## src/rtl/peri_pkg.sv

```systemverilog
// Shared definitions for the peripheral-link blocks: receiver state encoding,
// idle levels of the link lines and a constant-evaluable clog2.
package peri_pkg;

  typedef enum logic [1:0] {
    ST_IDLE = 2'd0,
    ST_RECV = 2'd1,
    ST_LONG = 2'd2
  } rx_state_e;

  localparam logic IDLE_CLK  = 1'b0;
  localparam logic IDLE_DATA = 1'b0;
  localparam logic IDLE_CS   = 1'b1;

  function automatic int unsigned peri_clog2(input int unsigned value);
    int unsigned r;
    r = 0;
    for (int i = 0; i < 32; i++) begin
      if ((64'd1 << i) < 64'(value)) begin
        r = i + 1;
      end else begin
        r = r;
      end
    end
    return r;
  endfunction

endpackage

```

## src/rtl/sync_edge.sv

```systemverilog
// Multi-flop synchronizer for one link line followed by a one-flop edge detector.
// Edges are suppressed until the chain holds only post-reset samples.
module sync_edge #(
  parameter int   STAGES    = 2,
  parameter logic RESET_VAL = 1'b0
) (
  input  logic clock,
  input  logic reset,
  input  logic i_d,
  output logic o_level,
  output logic o_rise,
  output logic o_fall
);

  logic [STAGES-1:0] r_sync;
  logic              r_prev;
  logic [STAGES:0]   r_fill;
  logic              w_armed;

  // Synchronizer chain, edge-history flop and post-reset fill tracker
  always_ff @(posedge clock) begin
    if (reset) begin
      r_sync <= {STAGES{RESET_VAL}};
      r_prev <= RESET_VAL;
      r_fill <= '0;
    end else begin
      r_sync <= {r_sync[STAGES-2:0], i_d};
      r_prev <= r_sync[STAGES-1];
      r_fill <= {r_fill[STAGES-1:0], 1'b1};
    end
  end

  // A line held at a non-idle level through reset must not look like an edge.
  assign w_armed = r_fill[STAGES];
  assign o_level = r_sync[STAGES-1];
  assign o_rise  = w_armed & r_sync[STAGES-1] & ~r_prev;
  assign o_fall  = w_armed & ~r_sync[STAGES-1] & r_prev;

endmodule

```

## src/rtl/peri_serial_rx.sv

```systemverilog
// Receiver for the bit-banged peripheral link: synchronizes P_CLOCK/P_DATA/P_CS,
// shifts in MSB-first frames and hands complete words over a valid/ack register.
module peri_serial_rx
  import peri_pkg::*;
#(
  parameter int WIDTH       = 16,
  parameter int SYNC_STAGES = 2
) (
  input  logic             clock,
  input  logic             reset,
  input  logic             s_clk,
  input  logic             s_data,
  input  logic             s_cs,
  output logic [WIDTH-1:0] word_out,
  output logic             word_valid,
  input  logic             word_ack,
  output logic             frame_err,
  output logic             overrun,
  output logic             busy
);

  localparam int             CW   = peri_clog2(WIDTH + 1);
  localparam logic [CW-1:0] FULL = CW'(WIDTH);

  logic w_clk_level, w_clk_rise, w_clk_fall;
  logic w_data_level, w_data_rise, w_data_fall;
  logic w_cs_level, w_cs_rise, w_cs_fall;
  logic w_unused;

  rx_state_e        r_state, w_next_state;
  logic [WIDTH-1:0] r_shift;
  logic [CW-1:0]    r_count;
  logic [WIDTH-1:0] r_word;
  logic             r_valid, r_ferr, r_overrun;
  logic             w_clear, w_shift, w_load, w_ferr;

  sync_edge #(.STAGES(SYNC_STAGES), .RESET_VAL(IDLE_CLK)) u_sync_clk (
    .clock(clock), .reset(reset), .i_d(s_clk),
    .o_level(w_clk_level), .o_rise(w_clk_rise), .o_fall(w_clk_fall)
  );

  sync_edge #(.STAGES(SYNC_STAGES), .RESET_VAL(IDLE_DATA)) u_sync_data (
    .clock(clock), .reset(reset), .i_d(s_data),
    .o_level(w_data_level), .o_rise(w_data_rise), .o_fall(w_data_fall)
  );

  sync_edge #(.STAGES(SYNC_STAGES), .RESET_VAL(IDLE_CS)) u_sync_cs (
    .clock(clock), .reset(reset), .i_d(s_cs),
    .o_level(w_cs_level), .o_rise(w_cs_rise), .o_fall(w_cs_fall)
  );

  assign w_unused = &{1'b0, w_clk_level, w_clk_fall, w_data_rise, w_data_fall, w_cs_level};

  // State register
  always_ff @(posedge clock) begin
    if (reset) begin
      r_state <= ST_IDLE;
    end else begin
      r_state <= w_next_state;
    end
  end

  // Next-state and datapath controls; a cs edge always wins over a coincident clock edge
  always_comb begin
    w_next_state = r_state;
    w_clear      = 1'b0;
    w_shift      = 1'b0;
    w_load       = 1'b0;
    w_ferr       = 1'b0;
    case (r_state)
      ST_IDLE: begin
        if (w_cs_fall) begin
          w_next_state = ST_RECV;
          w_clear      = 1'b1;
        end else begin
          w_next_state = ST_IDLE;
        end
      end
      ST_RECV: begin
        if (w_cs_rise) begin
          w_next_state = ST_IDLE;
          if (r_count == FULL) begin
            w_load = 1'b1;
          end else begin
            w_ferr = 1'b1;
          end
        end else if (w_clk_rise) begin
          if (r_count == FULL) begin
            w_next_state = ST_LONG;
          end else begin
            w_shift = 1'b1;
          end
        end else begin
          w_next_state = ST_RECV;
        end
      end
      ST_LONG: begin
        if (w_cs_rise) begin
          w_next_state = ST_IDLE;
          w_ferr       = 1'b1;
        end else begin
          w_next_state = ST_LONG;
        end
      end
      default: begin
        w_next_state = ST_IDLE;
      end
    endcase
  end

  // Shift register and bit counter; the counter never passes FULL since shifting stops there
  always_ff @(posedge clock) begin
    if (reset) begin
      r_shift <= '0;
      r_count <= '0;
    end else if (w_clear) begin
      r_shift <= '0;
      r_count <= '0;
    end else if (w_shift) begin
      r_shift <= {r_shift[WIDTH-2:0], w_data_level};
      r_count <= r_count + CW'(1);
    end else begin
      r_shift <= r_shift;
      r_count <= r_count;
    end
  end

  // Output holding register with valid/ack handshake and sticky overrun
  always_ff @(posedge clock) begin
    if (reset) begin
      r_word    <= '0;
      r_valid   <= 1'b0;
      r_ferr    <= 1'b0;
      r_overrun <= 1'b0;
    end else begin
      r_ferr <= w_ferr;
      if (w_load) begin
        r_word  <= r_shift;
        r_valid <= 1'b1;
        if (r_valid && !word_ack) begin
          r_overrun <= 1'b1;
        end else begin
          r_overrun <= r_overrun;
        end
      end else if (r_valid && word_ack) begin
        r_valid <= 1'b0;
      end else begin
        r_valid <= r_valid;
      end
    end
  end

  assign word_out   = r_word;
  assign word_valid = r_valid;
  assign frame_err  = r_ferr;
  assign overrun    = r_overrun;
  assign busy       = (r_state != ST_IDLE);

endmodule

```

## config.mk

```make
export PLATFORM = sky130hd
export DESIGN_NAME = peri_serial_rx
export DESIGN_NICKNAME = d
export VERILOG_FILES = /design/src/rtl/peri_pkg.sv /design/src/rtl/sync_edge.sv /design/src/rtl/peri_serial_rx.sv
export SDC_FILE = /design/constraint.sdc
export NUM_CORES = 1
export LEC_CHECK = 0
export CORE_UTILIZATION = 48
export CTS_CLUSTER_DIAMETER = 100
export DETAILED_ROUTE_END_ITERATION = 16
export GPL_ROUTABILITY_DRIVEN = 0
export PLACE_DENSITY = 0.8
export SLEW_MARGIN = 40
export SYNTH_ARGS = -nofsm -noshare
export SYNTH_HDL_FRONTEND = slang
export SYNTH_SLANG_ARGS = --single-unit
```

## constraint.sdc

```tcl
create_clock -name clock -period 1.7 [get_ports clock]
set_input_delay 0.51 -clock clock [delete_from_list [all_inputs] [get_ports clock]]
set_output_delay 0.51 -clock clock [all_outputs]
set_load 0.005 [all_outputs]
```

==> results.json, run 1 <==
{
  "drcViolationCount": 0,
  "core.rowCount": 23,
  "cts_buffers": 5,
  "hold_class": "flip-flop to flip-flop",
  "timing.final.crit_share": 0.9767,
  "cp_max_fo": 4,
  "outcome": "finished clean",
  "cts_max_path_buffers": 2,
  "fillCellCount": 318,
  "grt_pass1_wl_mm": 6.368,
  "die_area_mm2": 0.004533,
  "grt_util_met1": 0.2185,
  "final_common_cell": "nand2_1",
  "crit_path_end_kind": "flip-flop",
  "cts_tree": "built",
  "synthDistinctLibCells": 35,
  "yosysSeqAreaShare": 0.5180,
  "final_cell_mix": "nand2_1, dfxtp_1, a21oi_1",
  "die_x_um": 67.33,
  "wl_per_cell_um": 12.57,
  "skew_ns": 0.004200,
  "gr-usage-all-layers": 0.1887,
  "yosys-top-cells-area": "dfxtp_1, nand2_1, a21oi_1",
  "synthToLayoutAreaGrowth_pct": 29.99,
  "drive_gt1_frac": 0.2921,
  "required_ns": 1.90,
  "cts-root-buf": "clkbuf_8",
  "path_cells": "buf_4, ha_4, nand4b_1, buf_4, nor4_2, xnor2_1, nor2_1",
  "top_usage_layer": "met2",
  "grt_overflow_total": 0,
  "placedCellCount": 306,
  "syn_area_mm2": 0.002048,
  "vias": 1620,
  "syn_inst": 229,
  "viasPerCell": 5.110,
  "p_total_mw": 2.027,
  "worst_pin_slew_ns": 0.4367,
  "detail-route-antenna-nets": 0,
  "cp-start-kind": "flip-flop",
  "period_minus_slack_ns": 1.660,
  "slew_viol_final": 0,
  "synth_fp_nets": 241,
  "yosysTopAreaCell": "dfxtp_1",
  "htree_num_levels": 2,
  "cap_violations": 0,
  "yosys_warnings": 0,
  "grt_use_met2": 0.3238,
  "dpl_cell_area_mm2": 0.002425,
  "critPathArrivalTime_ns": 1.86,
  "num-nets-final": 278,
  "peakVddDrop_mv": 0.8294,
  "final_area_mm2": 0.002663,
  "diodes": 0,
  "die_y_um": 67.33,
  "first_pass_iters": 5,
  "drt-total-wl_mm": 3.986,
  "final_cell_count_no_fill": 317,
  "ios": 26,
  "relSlewSlack": 0.7089,
  "pwr_density_cell_mw_per_mm2": 761.2,
  "rsz0062_at_grt": "true",
  "max_freq_mhz": 602.3,
  "dp_hpwl_mm": 2.605,
  "slowest_stage": "dfxtp_2",
  "met3_usage": 0.05068,
  "setup_violations": 0,
  "port_buffers": 25,
  "start_util": 0.5048,
  "ys_ff_latch": 53,
  "core_area_mm2": 0.004058,
  "grt_max_degree": 24,
  "finalHoldViolations": 0,
  "max_stage_delay_ns": 0.35,
  "crit_top_cell": "buf_4",
  "grt_pass1_vias": 1480,
  "cts_hold_buf": 0,
  "clock_latency_ns": 0.31,
  "path_clk_slew_ns": 0.09,
  "leakage_nw": 1.031,
  "clock_sinks": 53,
  "syn-mean-instance-area_um2": 8.944,
  "antenna_found_initial": 0,
  "crit_type": "flip-flop to flip-flop",
  "drtIter0Drc": 79,
  "yosysTopAreaCellShare": 0.5180
}
[cells by family (layout without fill, tap and decap cells)]
kind of cell	count (synthesis)	after routing	share of synthesized area
and+or+nand+nor	98	98	0.2254
DFF	53	53	0.5180
AOI/OAI and AO/OA	44	44	0.1399
buffers and inverters	24	62	0.06231
adders and majority gates	6	6	0.03665
xor gates and xnor gates	3	3	0.01283
muxes	1	1	0.004887
[path summary, 6_finish.rpt]
path / from / endpoint / slack, ns / cells after the start
max: r_state[0]$_SDFFE_PP0P_ / r_count[4]$_SDFFE_PP0P_ / 0.04 / 7
min: u_sync_cs.r_sync[0]$_SDFF_PP1_ / u_sync_cs.r_sync[1]$_SDFF_PP1_ / 0.42 / 1
max reg2reg: r_state[0]$_SDFFE_PP0P_ / r_count[4]$_SDFFE_PP0P_ / 0.04 / 7
min reg2reg: u_sync_cs.r_sync[0]$_SDFF_PP1_ / u_sync_cs.r_sync[1]$_SDFF_PP1_ / 0.42 / 1
[area by class of cell]
cell class / instances / area [um2] / area share
clock buffer: 5 / 68.82 / 0.02585
clock inverter: 3 / 21.27 / 0.007989
inverter: 10 / 40.04 / 0.01504
multi-input combinational: 152 / 927.1 / 0.3482
sequential: 53 / 1081 / 0.4060
tap: 50 / 62.56 / 0.02350
timing repair buffer: 44 / 461.7 / 0.1734
[where the power goes]
| group | total (mW) | internal [mW] | switching, mW |
|---|---|---|---|
| Combinational | 0.0620 | 0.0287 | 0.0333 |
| Clock | 0.710 | 0.293 | 0.417 |
| Sequential | 1.25 | 1.25 | 0.00472 |
| Total | 2.03 | 1.57 | 0.455 |
[cells in the mapped netlist]
| master | n |
|---|---|
| a31o_2 | 1 |
| a21oi_1 | 24 |
| clkbuf_1 | 4 |
| nand3_1 | 4 |
| mux2i_1 | 1 |
| nor2b_1 | 8 |
| nand2_2 | 10 |
| buf_8 | 1 |
| nand2b_1 | 1 |
| o41ai_1 | 1 |
| and4bb_1 | 1 |
| buf_6 | 2 |
| xnor2_1 | 3 |
| a211oi_1 | 1 |
| o32a_1 | 1 |
| or2_2 | 2 |
| nor2_1 | 6 |
| o21ai_0 | 3 |
| and3b_1 | 1 |
| nand4b_1 | 1 |
| a21oi_2 | 10 |
| and3_1 | 1 |
| nand2_1 | 58 |
| o2111a_1 | 1 |
| a22oi_1 | 1 |
| or3_1 | 1 |
| ha_1 | 6 |
| nor3_1 | 1 |
| o21ba_2 | 1 |
| nor3_2 | 1 |
| dfxtp_1 | 53 |
| buf_4 | 1 |
| nor4_1 | 2 |
| inv_1 | 10 |
| buf_2 | 6 |
[worst max-delay path: cells and delay by family (launching register included)]
kind | cells | cell delay [ns]
and+or+nand+nor | 3 | 0.54
buffers and inverters | 2 | 0.36
DFF | 1 | 0.35
xor gates and xnor gates | 1 | 0.17
adders and majority gates | 1 | 0.13
[state kept, by name (all words and copies together), names as in the netlist]
register and count:
r_shift 16, word_out 16, r_count 5, u_sync_cs.r_fill 3, r_state 2, u_sync_clk.r_sync 2
u_sync_cs.r_sync 2, u_sync_data.r_sync 2, frame_err 1, overrun 1, u_sync_clk.r_prev 1, u_sync_cs.r_prev 1
word_valid 1
[routing by layer]
metal  vias to the layer above  part of all wire
met5                         -                 0
met4                         0             0.012
met3                         5             0.041
met2                        35              0.51
met1                       763              0.44
li1                        817                 -
[through the flow]
stage / utilization / setup WS, ns / setup TNS (ns) / hold slack [ns]
final: 0.6562 / 0.03965 / 0 / 0.4211
after global routing: 0.6562 / -0.04640 / -0.06222 / 0.4570
after CTS: 0.6244 / 0.005640 / 0 / 0.4266
after detailed placement: 0.5976 / 0.02892 / 0 / 0.4033
after global placement: 0.5976 / 0.05757 / 0 / 0.3910
after floorplan: - / -0.01037 / -0.03110 / 0.3895
[repair_timing]
action / in CTS / in global routing
setup buffers: 2 / 0
setup endpoints to repair: 1 / 35
gates cloned: 0 / 2
pin swaps: 0 / 1
resized for setup: 5 / 27
(Power assumes the default switching activity.)
==> run 2, diff against run 1 <==
Settings changed: CORE_UTILIZATION 48 to 54, PLACE_DENSITY 0.8 to 0.85.
Clock period 1.7 ns to 1.85 ns, I/O delays scaled along.
==> run 2 against run 1 <==
Effect of this change:
- first-iteration DRC count is 7.6% lower
- via count hardly changed
- register-to-register slack better by 0.09 ns
- sequential share of layout area is 1.4 points higher
- power is 1.1% lower
- worst hold slack worse by 0.0057 ns
- count of clock-buffer cells in the layout is 2 higher
- clock skew is 0.0022 ns higher
- wire length is 7.1% lower
- critical path depth is 3 lower
- worst setup slack better by 0.063 ns
- largest cell class unchanged
==> results.json, run 2 (synthesized netlist as in run 1, its figures left out) <==
{
  "core.rowCount": 22,
  "grt_util_met1": 0.2367,
  "slowest_stage": "dfxtp_2",
  "drive_gt1_frac": 0.2015,
  "final_cell_mix": "nand2_1, dfxtp_1, a21oi_1, clkdlybuf4s50_1, buf_4",
  "setup_violations": 0,
  "drt-total-wl_mm": 3.704,
  "cts_max_path_buffers": 2,
  "worst_pin_slew_ns": 0.3537,
  "drcViolationCount": 0,
  "max_freq_mhz": 572.3,
  "crit_type": "flip-flop to primary output",
  "detail-route-antenna-nets": 0,
  "crit_family": "buffers and inverters",
  "cp.buffers_inverters": 3,
  "grt_use_met2": 0.3604,
  "core_area_mm2": 0.003661,
  "slew_viol_final": 0,
  "final_common_cell": "nand2_1",
  "period_minus_slack_ns": 1.747,
  "cts_buffers": 5,
  "met3_usage": 0.07609,
  "dpl_cell_area_mm2": 0.002380,
  "p_int_mw": 1.619,
  "vias": 1621,
  "die_y_um": 63.59,
  "switchingPower_mw": 0.3867,
  "dp_hpwl_mm": 2.501,
  "drtIter0Drc": 73,
  "path_clk_slew_ns": 0.08,
  "start_util": 0.5595,
  "relSlewSlack": 0.7642,
  "cts-root-buf": "clkbuf_8",
  "hold_class": "flip-flop to flip-flop",
  "cp-start-kind": "flip-flop",
  "diodes": 0,
  "grt_overflow_total": 0,
  "required_ns": 1.29,
  "rsz0062_at_grt": "false",
  "pwr_density_cell_mw_per_mm2": 790.7,
  "switching_share": 0.1928,
  "fillCellCount": 276,
  "leakage_nw": 0.9162,
  "cap_violations": 0,
  "port_buffers": 25,
  "skew_ns": 0.006412,
  "ios": 26,
  "first_pass_iters": 4,
  "cp_max_fo": 3,
  "final_area_mm2": 0.002536,
  "path_cells": "inv_1, ha_1, inv_1, dlygate4sd2_1",
  "peakVddDrop_mv": 0.6508,
  "antenna_found_initial": 0,
  "max_stage_delay_ns": 0.33,
  "viasPerCell": 5.212,
  "grt_max_degree": 30,
  "finalHoldViolations": 0,
  "top_usage_layer": "met2",
  "grt_pass1_vias": 1500,
  "timing.final.crit_share": 0.9445,
  "clock_sinks": 53,
  "crit_path_end_kind": "primary output",
  "outcome": "finished clean",
  "num-nets-final": 274,
  "seqPwrFrac": 0.576,
  "comb_power_share": 0.029,
  "die_area_mm2": 0.004043,
  "clock_latency_ns": 0.30,
  "p_total_mw": 2.005,
  "cts_hold_buf": 0,
  "pwr-share-clk": 0.396,
  "crit_top_cell": "inv_1",
  "critPathArrivalTime_ns": 1.19,
  "gr-usage-all-layers": 0.2068,
  "tns_ns": 0,
  "synthToLayoutAreaGrowth_pct": 23.82,
  "wl_per_cell_um": 11.91,
  "htree_num_levels": 2,
  "cts_tree": "built",
  "grt_pass1_wl_mm": 6.430,
  "die_x_um": 63.59
}
==> run 2: cell types whose count changed in the layout (fill, tap and decap cells not counted), moves of 3 or more <==
cell,delta
dfxtp_1,+11
dfxtp_2,-10
clkdlybuf4s50_1,+4
dlymetal6s2s_1,-4
inv_1,+4
ha_1,+3
inv_2,-3
==> run 2: layout make-up <==
| type | instances | area [um2] | share of cell area |
|---|---|---|---|
| clock buffer | 7 | 86.33 | 0.03404 |
| timing repair buffer | 40 | 386.6 | 0.1524 |
| tap | 48 | 60.06 | 0.02368 |
| clock inverter | 1 | 30.03 | 0.01184 |
| inverter | 10 | 37.54 | 0.01480 |
| multi-input combinational | 152 | 870.8 | 0.3434 |
| sequential | 53 | 1065 | 0.4198 |
==> run 2: worst paths after layout <==
path                                                      from                             end  slack (ns)  depth (start not counted)
worst max-delay path                   r_state[1]$_SDFFE_PP0P_                            busy        0.10                          4
worst max register to register         r_count[0]$_SDFFE_PP0P_         r_shift[0]$_SDFFE_PP0P_        0.13                          7
worst min-delay path            u_sync_cs.r_sync[0]$_SDFF_PP1_  u_sync_cs.r_sync[1]$_SDFF_PP1_        0.42                          1
worst min register to register  u_sync_cs.r_sync[0]$_SDFF_PP1_  u_sync_cs.r_sync[1]$_SDFF_PP1_        0.42                          1
==> run 2: what timing repair did <==
| item | CTS | global route |
|---|---|---|
| setup endpoints to repair | 1 | 35 |
| resized for setup | 3 | 4 |
| setup buffers | 2 | 2 |
==> run 2: power groups by stage <==
stage,logic (mW),clock network (mW),registers (mW)
CTS,0.0585,0.804,1.15
global route,0.0641,0.858,1.16
detailed placement,0.0581,0,1.18
finish,0.0576,0.794,1.15
global placement,0.0562,0,1.18
floorplan,0.0298,0,1.18
==> run 2: layer usage <==
metal	vias up	part of all wire
met3	4	0.032
met4	0	0.012
met2	24	0.50
met5	-	0
li1	813	-
met1	780	0.46
==> run 2: stage by stage <==
step,cells,setup WS (ns),hold slack [ns],util
floorplan,229,0.07852,0.3895,-
global placement,299,0.08605,0.3919,0.6500
detailed placement,299,0.04827,0.3979,0.6500
CTS,309,0.02227,0.4181,0.6863
global route,311,0.04973,0.4427,0.6928
finish,311,0.1027,0.4154,0.6928
==> run 2: worst reg2reg max path: stages, from the launching register on <==
cell      delay, ns
dfxtp_1        0.35
inv_1          0.05
ha_1           0.18
and4bb_2       0.29
or3_1          0.36
buf_4          0.22
nand2_1        0.10
a21oi_1        0.07
==> run 3, diff against run 2 <==
Settings changed: CORE_ASPECT_RATIO set to 1.2.
==> run 3 against run 2 <==
Effect of this change:
- worst hold slack got worse by 0.0019 ns
- count of clock-buffer cells in the layout fell by 1
- largest cell class unchanged
- critical endpoint unchanged
- global-route usage fell by 0.85 points
==> results.json, run 3 (synthesized netlist as in run 1, its figures left out) <==
{
  "outcome": "finished clean",
  "tns_ns": 0,
  "drt-total-wl_mm": 3.411,
  "r2r_setup_slack_ns": 0.11,
  "cts_max_path_buffers": 2,
  "diodes": 0,
  "core_area_mm2": 0.003633,
  "port_buffers": 25,
  "die_area_mm2": 0.004044,
  "die_x_um": 58.22,
  "crit_top_cell": "inv_1",
  "vias": 1557,
  "cts_hold_buf": 0,
  "pwr_density_cell_mw_per_mm2": 743.5,
  "hold_path_depth": 1,
  "detail-route-antenna-nets": 0,
  "timing.final.crit_share": 0.9406,
  "wl_per_cell_um": 10.90,
  "gr-usage-all-layers": 0.1983,
  "peakVddDrop_mv": 0.5253,
  "crit_family": "buffers and inverters",
  "dp_hpwl_mm": 2.356,
  "htree_num_levels": 2,
  "skew_ns": 0.003768,
  "setup_ws_ns": 0.1099,
  "met3_usage": 0.04664,
  "drtIter0Drc": 38,
  "grt_pass1_vias": 1528,
  "grt_max_degree": 30,
  "drcViolationCount": 0,
  "start_util": 0.5637,
  "drive_gt1_frac": 0.1954,
  "relSlewSlack": 0.7687,
  "cp_max_fo": 3,
  "grt_util_met1": 0.2301,
  "viasPerCell": 4.974,
  "cp.buffers_inverters": 3,
  "hold_class": "flip-flop to flip-flop",
  "die_y_um": 69.47,
  "hold-worst-slack_ns": 0.4135,
  "top_usage_layer": "met2",
  "rsz0062_at_grt": "false",
  "cts-root-buf": "clkbuf_8",
  "cap_violations": 0,
  "final_cell_count_no_fill": 313,
  "cts_tree": "built",
  "ios": 26,
  "max_freq_mhz": 574.7,
  "path_cells": "inv_1, ha_2, inv_1, dlygate4sd2_1",
  "num-nets-final": 273,
  "place_ws_ns": 0.05656,
  "setup_violations": 0,
  "slowest_stage": "dfxtp_2",
  "ff2ff_path_depth": 7,
  "required_ns": 1.29,
  "synthToLayoutAreaGrowth_pct": 21.56,
  "holdCritStartpoint": "u_sync_cs.r_sync[0]$_SDFF_PP1_",
  "first_pass_iters": 4,
  "antenna_found_initial": 0,
  "p_total_mw": 1.851,
  "cp-start-kind": "flip-flop",
  "crit_path_end_kind": "primary output",
  "clock_latency_ns": 0.30,
  "max_stage_delay_ns": 0.32,
  "grt_pass1_wl_mm": 6.265,
  "path_clk_slew_ns": 0.09,
  "slew_viol_final": 0,
  "crit_type": "flip-flop to primary output",
  "cp-startpoint": "r_state[1]$_SDFFE_PP0P_",
  "worst_pin_slew_ns": 0.3438,
  "period_minus_slack_ns": 1.740,
  "worstReg2RegStart": "r_count[0]$_SDFFE_PP0P_",
  "grt_overflow_total": 0,
  "final_common_cell": "nand2_1",
  "core.rowCount": 24,
  "critPathArrivalTime_ns": 1.19,
  "final_cell_mix": "nand2_1, dfxtp_1, a21oi_1, clkdlybuf4s50_1, buf_4",
  "leakage_nw": 0.9006,
  "clock_sinks": 53,
  "placedCellCount": 303,
  "grt_use_met2": 0.3448,
  "crit_cells": 4,
  "finalHoldViolations": 0,
  "cts_buffers": 5
}
[run 3: cell count changes in the layout (fill, tap and decap cells not counted)]
| cell | before | now |
|---|---|---|
| and4bb_1 | 0 | 1 |
| and4bb_2 | 1 | 0 |
| buf_12 | 2 | 1 |
| bufinv_16 | 1 | 0 |
| clkbuf_1 | 1 | 0 |
| clkinvlp_4 | 0 | 1 |
| dfxtp_1 | 50 | 51 |
| dfxtp_2 | 3 | 2 |
| ha_1 | 6 | 5 |
| ha_2 | 0 | 1 |
| nor3_2 | 0 | 1 |
| nor3_4 | 1 | 0 |
[run 3: where the power goes]
part           internal [mW]  switching (mW)
Sequential              1.15         0.00446
Clock                  0.296           0.346
Combinational         0.0257          0.0288
[run 3: metal layers]
layer  vias up  wire length (um)
met5         -                 0
met2        29              1729
met4         0                61
met1       715              1524
met3         6                96
li1        807                 -
[run 3: repair_timing]
| action | CTS | global route |
|---|---|---|
| buffers inserted | 2 | 1 |
| pin swaps | 0 | 1 |
| setup endpoints to repair | 1 | 23 |
| resized for setup | 4 | 1 |
| cloned | 0 | 0 |
[run 3: cell type report]
| cell class | instances | area [um2] |
|---|---|---|
| Clock buffer | 6 | 82.58 |
| Clock inverter | 1 | 7.507 |
| Fill cell | 319 | 1144 |
| Inverter | 10 | 37.54 |
| Multi-Input combinational cell | 152 | 867.1 |
| Sequential cell | 53 | 1064 |
| Tap cell | 52 | 65.06 |
| Timing Repair Buffer | 39 | 366.6 |
[run 3: per-stage QoR]
step	util	cell area [um2]
finish	0.6853	2490
global placement	0.6529	2372
global route	0.6853	2490
detailed placement	0.6529	2372
floorplan	-	2048
CTS	0.6829	2481
[run 3: worst paths after layout]
kind / end
worst max-delay path: busy
worst min-delay path: u_sync_cs.r_sync[1]$_SDFF_PP1_
worst max register to register: r_shift[14]$_SDFFE_PP0P_
worst min register to register: u_sync_cs.r_sync[1]$_SDFF_PP1_
